**src/rtl/sdram_port_arbiter.sv**
```systemverilog
// Two-port round-robin arbiter for one SDRAM core inport, with in-order response routing.
// Latency: zero added on the request path; responses routed combinationally on core ack.
// Backpressure: a presented request is held until the core accepts it; new requests stall when MAX_OUTSTAND are in flight.

// In-order ID FIFO: 1-bit issuer tags, pointers carry an extra wrap bit to separate full from empty.
module sdram_arb_id_fifo #(
  parameter int DEPTH = 4
) (
  input  logic clk_i,
  input  logic rst_ni,
  input  logic push_i,
  input  logic push_dat_i,
  input  logic pop_i,
  output logic head_dat_o,
  output logic full_o,
  output logic empty_o
);
  localparam int AW = $clog2(DEPTH);

  logic [AW:0]      wr_ptr_q, wr_ptr_d;
  logic [AW:0]      rd_ptr_q, rd_ptr_d;
  logic [DEPTH-1:0] mem_q, mem_d;

  assign empty_o    = (wr_ptr_q == rd_ptr_q);
  assign full_o     = (wr_ptr_q[AW] != rd_ptr_q[AW]) &&
                      (wr_ptr_q[AW-1:0] == rd_ptr_q[AW-1:0]);
  assign head_dat_o = mem_q[rd_ptr_q[AW-1:0]];

  // Next-state: push writes at the tail, pop advances the head; both may happen together.
  always_comb begin
    wr_ptr_d = wr_ptr_q;
    rd_ptr_d = rd_ptr_q;
    mem_d    = mem_q;
    if (push_i) begin
      mem_d[wr_ptr_q[AW-1:0]] = push_dat_i;
      wr_ptr_d                = wr_ptr_q + 1'b1;
    end
    if (pop_i) begin
      rd_ptr_d = rd_ptr_q + 1'b1;
    end
  end

  // Pointer and storage registers; reset drops any in-flight tags.
  always_ff @(posedge clk_i or negedge rst_ni) begin
    if (!rst_ni) begin
      wr_ptr_q <= '0;
      rd_ptr_q <= '0;
      mem_q    <= '0;
    end else begin
      wr_ptr_q <= wr_ptr_d;
      rd_ptr_q <= rd_ptr_d;
      mem_q    <= mem_d;
    end
  end
endmodule

module sdram_port_arbiter #(
  parameter int ADDR_W       = 32,
  parameter int DATA_W       = 32,
  parameter int MAX_OUTSTAND = 4
) (
  input  logic              clk_i,
  input  logic              rst_ni,
  // port 0 (CPU)
  input  logic [3:0]        p0_wr_i,
  input  logic              p0_rd_i,
  input  logic [ADDR_W-1:0] p0_addr_i,
  input  logic [DATA_W-1:0] p0_wdata_i,
  output logic              p0_accept_o,
  output logic              p0_ack_o,
  output logic              p0_error_o,
  output logic [DATA_W-1:0] p0_rdata_o,
  // port 1 (DMA/video)
  input  logic [3:0]        p1_wr_i,
  input  logic              p1_rd_i,
  input  logic [ADDR_W-1:0] p1_addr_i,
  input  logic [DATA_W-1:0] p1_wdata_i,
  output logic              p1_accept_o,
  output logic              p1_ack_o,
  output logic              p1_error_o,
  output logic [DATA_W-1:0] p1_rdata_o,
  // SDRAM core inport
  output logic [3:0]        core_wr_o,
  output logic              core_rd_o,
  output logic [ADDR_W-1:0] core_addr_o,
  output logic [DATA_W-1:0] core_wdata_o,
  input  logic              core_accept_i,
  input  logic              core_ack_i,
  input  logic              core_error_i,
  input  logic [DATA_W-1:0] core_rdata_i,
  // status
  output logic              busy_o,
  output logic              proto_err_o
);

  logic              last_q, last_d;
  logic              lock_q, lock_d;
  logic              lock_id_q, lock_id_d;
  logic              proto_err_q, proto_err_d;

  logic              p0_req, p1_req;
  logic              grant;
  logic              g_req;
  logic [3:0]        g_wr;
  logic              g_rd;
  logic [ADDR_W-1:0] g_addr;
  logic [DATA_W-1:0] g_wdata;
  logic              present;
  logic              accept;
  logic              pop;

  logic              fifo_full;
  logic              fifo_empty;
  logic              fifo_head;

  assign p0_req = (p0_wr_i != 4'h0) || p0_rd_i;
  assign p1_req = (p1_wr_i != 4'h0) || p1_rd_i;

  // Grant select: a locked port keeps the core; otherwise alternate on contention.
  always_comb begin
    grant = 1'b0;
    if (lock_q) begin
      grant = lock_id_q;
    end else if (p0_req && p1_req) begin
      grant = ~last_q;
    end else if (p1_req) begin
      grant = 1'b1;
    end else begin
      grant = 1'b0;
    end
  end

  // Mux the granted port's request fields.
  always_comb begin
    g_req   = p0_req;
    g_wr    = p0_wr_i;
    g_rd    = p0_rd_i;
    g_addr  = p0_addr_i;
    g_wdata = p0_wdata_i;
    if (grant) begin
      g_req   = p1_req;
      g_wr    = p1_wr_i;
      g_rd    = p1_rd_i;
      g_addr  = p1_addr_i;
      g_wdata = p1_wdata_i;
    end
  end

  // A request reaches the core only when a free ID slot exists; the reset gate keeps the
  // core interface quiet while reset is held.
  assign present = g_req && !fifo_full && rst_ni;
  assign accept  = present && core_accept_i;

  assign core_wr_o    = present ? g_wr : 4'h0;
  // Write wins when a port sets both wr and rd.
  assign core_rd_o    = present && g_rd && (g_wr == 4'h0);
  assign core_addr_o  = g_addr;
  assign core_wdata_o = g_wdata;

  assign p0_accept_o = accept && !grant;
  assign p1_accept_o = accept &&  grant;

  // Responses: the FIFO head names the issuer of the oldest outstanding request.
  assign pop        = core_ack_i && !fifo_empty && rst_ni;
  assign p0_ack_o   = pop && !fifo_head;
  assign p1_ack_o   = pop &&  fifo_head;
  assign p0_error_o = pop && !fifo_head && core_error_i;
  assign p1_error_o = pop &&  fifo_head && core_error_i;
  assign p0_rdata_o = core_rdata_i;
  assign p1_rdata_o = core_rdata_i;

  assign busy_o      = !fifo_empty;
  assign proto_err_o = proto_err_q;

  sdram_arb_id_fifo #(
    .DEPTH (MAX_OUTSTAND)
  ) u_id_fifo (
    .clk_i      (clk_i),
    .rst_ni     (rst_ni),
    .push_i     (accept),
    .push_dat_i (grant),
    .pop_i      (pop),
    .head_dat_o (fifo_head),
    .full_o     (fifo_full),
    .empty_o    (fifo_empty)
  );

  // Arbitration state: remember the last winner, lock a presented-but-stalled request.
  always_comb begin
    last_d      = last_q;
    lock_d      = lock_q;
    lock_id_d   = lock_id_q;
    proto_err_d = proto_err_q | (core_ack_i && fifo_empty);
    if (accept) begin
      last_d = grant;
      lock_d = 1'b0;
    end else if (present) begin
      lock_d    = 1'b1;
      lock_id_d = grant;
    end
  end

  // Arbiter registers; last_q resets to port 1 so port 0 wins the first contention.
  always_ff @(posedge clk_i or negedge rst_ni) begin
    if (!rst_ni) begin
      last_q      <= 1'b1;
      lock_q      <= 1'b0;
      lock_id_q   <= 1'b0;
      proto_err_q <= 1'b0;
    end else begin
      last_q      <= last_d;
      lock_q      <= lock_d;
      lock_id_q   <= lock_id_d;
      proto_err_q <= proto_err_d;
    end
  end

endmodule

```
**config.mk**
```make
export PLATFORM = sky130hd
export DESIGN_NAME = sdram_port_arbiter
export DESIGN_NICKNAME = d
export VERILOG_FILES = /design/src/rtl/sdram_port_arbiter.sv
export SDC_FILE = /design/constraint.sdc
export NUM_CORES = 1
export LEC_CHECK = 0
export BUFFER_PORTS_ARGS = -buffer_cell sky130_fd_sc_hd__buf_2
export CAP_MARGIN = 5
export CORE_AREA = 2 2 122 124
export DETAILED_ROUTE_END_ITERATION = 10
export DIE_AREA = 0 0 124 126
export HOLD_SLACK_MARGIN = 0.02
export PLACE_DENSITY_LB_ADDON = 0.15
export SYNTH_ARGS = -nofsm -noshare
export SYNTH_HDL_FRONTEND = slang
export SYNTH_SLANG_ARGS = --single-unit
```
**constraint.sdc**
```tcl
create_clock -name clk_i -period 2.45 [get_ports clk_i]
set_input_delay 0.3675 -clock clk_i [delete_from_list [all_inputs] [get_ports clk_i]]
set_output_delay 0.3675 -clock clk_i [all_outputs]
set_load 0.05 [all_outputs]
```
==> metrics.md <==
| Metric | Value |
|---|---|
| Die Span X | `124 µm` |
| Die area | `15600 µm²` |
| Hold Fails Final Rpt | `0` |
| Worst-path clk slew | `0.05 ns` |
| Startpoint Class | `primary input` |
| Critical path class | `primary input to output port` |
| Maximum net fanout on the critical path | `13` |
| Min-Delay Path Class | `primary input to asynchronous set/reset pin` |
| Synth Flop Type | `dfrtp_1` |
| H-tree depth | `1` |
| Largest net degree at the start of global routing | `14` |
| Total CTS buffers | `3` |
| Setup ws final | `-0.111 ns` |
| Commonest cells post-synth | `buf_4 (66), mux2_4 (38), mux2_2 (33), dfrtp_1 (13), nand3_1 (8)` |
| Rows | `44` |
| Most common cell in the netlist | `buf_4` |
| Max-Cap Viols | `0` |
| Synth unique cells | `42` |
| Final period utilization | `105%` |
| Total congestion overflow | `0` |
| Asr flop ratio synth | `100%` |
| Yosys top cell area share | `23.0%` |
| Syn_nets | `420` |
| Seq/Total Area, Yosys | `14.2%` |
| Port buffer count | `219` |
| RSZ-0062 raised after global routing | `yes` |
| Ratio of cells with drive above 1 in the final layout | `84.1%` |
| Initial Util | `17.3%` |
| Outcome | `complete, but fails checks` |
| Worst vdd ir | `0.000771 V` |
| Worst EP arrival | `2.19 ns` |
| 1st-pass router iterations | `4` |
| DR WL met2 | `6.22 mm` |
| Die height | `126 µm` |
| Tot GR Track Use | `14.2%` |
| Post-synth EDFFs | `0` |
| Worst-Margin Slew | `0.566 ns` |
| Met3 wire length | `922 µm` |
| Setup Skew | `0.00473 ns` |
| Core Area | `14300 µm²` |
| Area added between synthesis and finish | `77.2%` |
| Yosys warns | `0` |
| Bufs on Longest Clock Path | `2` |
| Clock root cell | `clkbuf_16` |
| Slew Limit Fails | `0` |
| Num ports | `316` |
| DRT iter0 DRCs | `50` |
| # DRC | `0` |
| Crit. End Element | `output port` |
| CP required | `2.08 ns` |
| Dpl ws | `-0.157 ns` |
| Initial antenna violation count | `8` |
| Overall Power | `7320 µW` |
| Clk_lat worst skew | `0.24 ns` |
| Met1 WL | `4.87 mm` |
| Syn avg cell area | `10.3 µm²` |
| Synthesized instance count | `240` |
| Pwr/cell area | `1660 nW/µm²` |
| Slew headroom | `62.1%` |
| Total wire length | `12.1 mm` |
| Area leader, netlist | `mux2_4` |
| Routed len/inst | `19.6 µm` |
| Fin nets | `609` |
| Synth Register Bits | `14` |
| Gpl congestion | `0.971` |
| Setup violations, final | `61` |
| First-pass GRT wire length | `16.2 mm` |
| Highest Signal Layer | `met5` |
| Leakage | `0.00223 µW` |
| TritonCTS clock tree | `built` |
| Vias | `2528` |
| Cell area after synthesis | `2480 µm²` |
| Via-to-Cell Ratio | `4.11` |
| DPL Wire Length | `10.3 mm` |
| Clock sinks | `14` |
| Maximum clock rate | `391 MHz` |
| Top cells by area, synth | `mux2_4 (23%), buf_4 (20%), mux2_2 (15%), dfrtp_1 (13%), ha_1 (2.5%)` |
| Failing checks | `negative setup slack` |
| Min Clock Period, post-route | `2.56 ns` |
| Vias in the first global route | `2593` |
| Antenna-violating nets left | `0` |
[flip-flops by register name (all words and copies together), names as in the netlist]
signal and flops:
last_q 1, lock_id_q 1, lock_q 1, proto_err_o 1, u_id_fifo.mem_q 4, u_id_fifo.rd_ptr_q 3
u_id_fifo.wr_ptr_q 3
[final timing paths]
check | from | endpoint | slack, ns | cells after the start
worst max register to register | lock_q | u_id_fifo.wr_ptr_q[1] | 0.44 | 6
worst max-delay path | p1_wr_i[1] | core_wdata_o[18] | -0.11 | 8
worst min register to register | proto_err_o | proto_err_o | 0.47 | 1
max in group asynchronous | rst_ni | u_id_fifo.wr_ptr_q[1] | 1.66 | 2
worst min-delay path | rst_ni | u_id_fifo.rd_ptr_q[2] | 0.14 | 2
min in group clk_i | core_ack_i | proto_err_o | 0.39 | 2
[worst max-delay path, stage by stage]
cell	delay, ns
buf_2	0.11
or4_4	0.52
o31a_4	0.32
nand2_8	0.10
buf_4	0.13
buf_12	0.13
mux2_2	0.35
buf_6	0.16
[cell families (layout without fill, tap and decap cells)]
family                     count (synthesis)  after routing  share of synthesized area [%]
buffers and inverters                     81            269                           25.3
DFF                                       14             14                           14.2
other                                      0              3                              0
xor gates and xnor gates                   7              7                           2.47
muxes                                     72             72                           38.9
and+or+nand+nor                           38             38                           9.17
AOI/OAI and AO/OA                         23             23                           7.51
adders and majority gates                  5              5                           2.52
[timing repair]
action,in CTS,in global routing
hold buffers,1,0
hold endpoints to repair,4,0
setup endpoints to repair,71,71
setup buffers,5,3
gates cloned,4,1
pin swaps,5,1
gates resized for setup,147,29
[routing by layer]
metal | track usage [%] | up-vias
met5 | 0 | -
met4 | 1.39 | 2
met3 | 2.76 | 10
met2 | 25.8 | 178
met1 | 18.0 | 1163
li1 | - | 1175
[final cells by class]
cell class / count / area, µm²
Antenna cell: 3 / 7.51
Clock buffer: 4 / 88.8
Fill cell: 1513 / 9910
Inverter: 5 / 18.8
Multi-Input combinational cell: 145 / 1630
Sequential cell: 14 / 354
Tap cell: 184 / 230
Timing Repair Buffer: 260 / 2070
[power breakdown]
group          switching [µW]  internal [µW]  total (µW)
registers                 117            355         472
logic                    3490           3020        6510
clock network            90.5            247         337
total                    3700           3620        7320
[placed cells by master (no fill, tap or decap), types with 6 or more instances in the layout]
cell type / netlist / layout
nand3_1: 8 / 6
mux2_4: 38 / 45
buf_4: 66 / 35
mux2_2: 33 / 26
buf_2: 4 / 145
dfrtp_1: 13 / 11
buf_8: 2 / 11
buf_6: 0 / 57
[through the flow]
stage	TNS, ns	utilization (%)	std cells	area [µm²]	hold slack [ns]
after floorplan	-0.326	-	240	2540	0.0719
after global placement	-7.17	24.5	595	3510	0.219
after detailed placement	-7.93	24.5	595	3510	0.217
after CTS	-5.11	29.7	609	4250	0.156
after global routing	-7.52	30.7	613	4390	0.168
final	-4.76	30.7	615	4400	0.141
(Power assumes the default switching activity.)
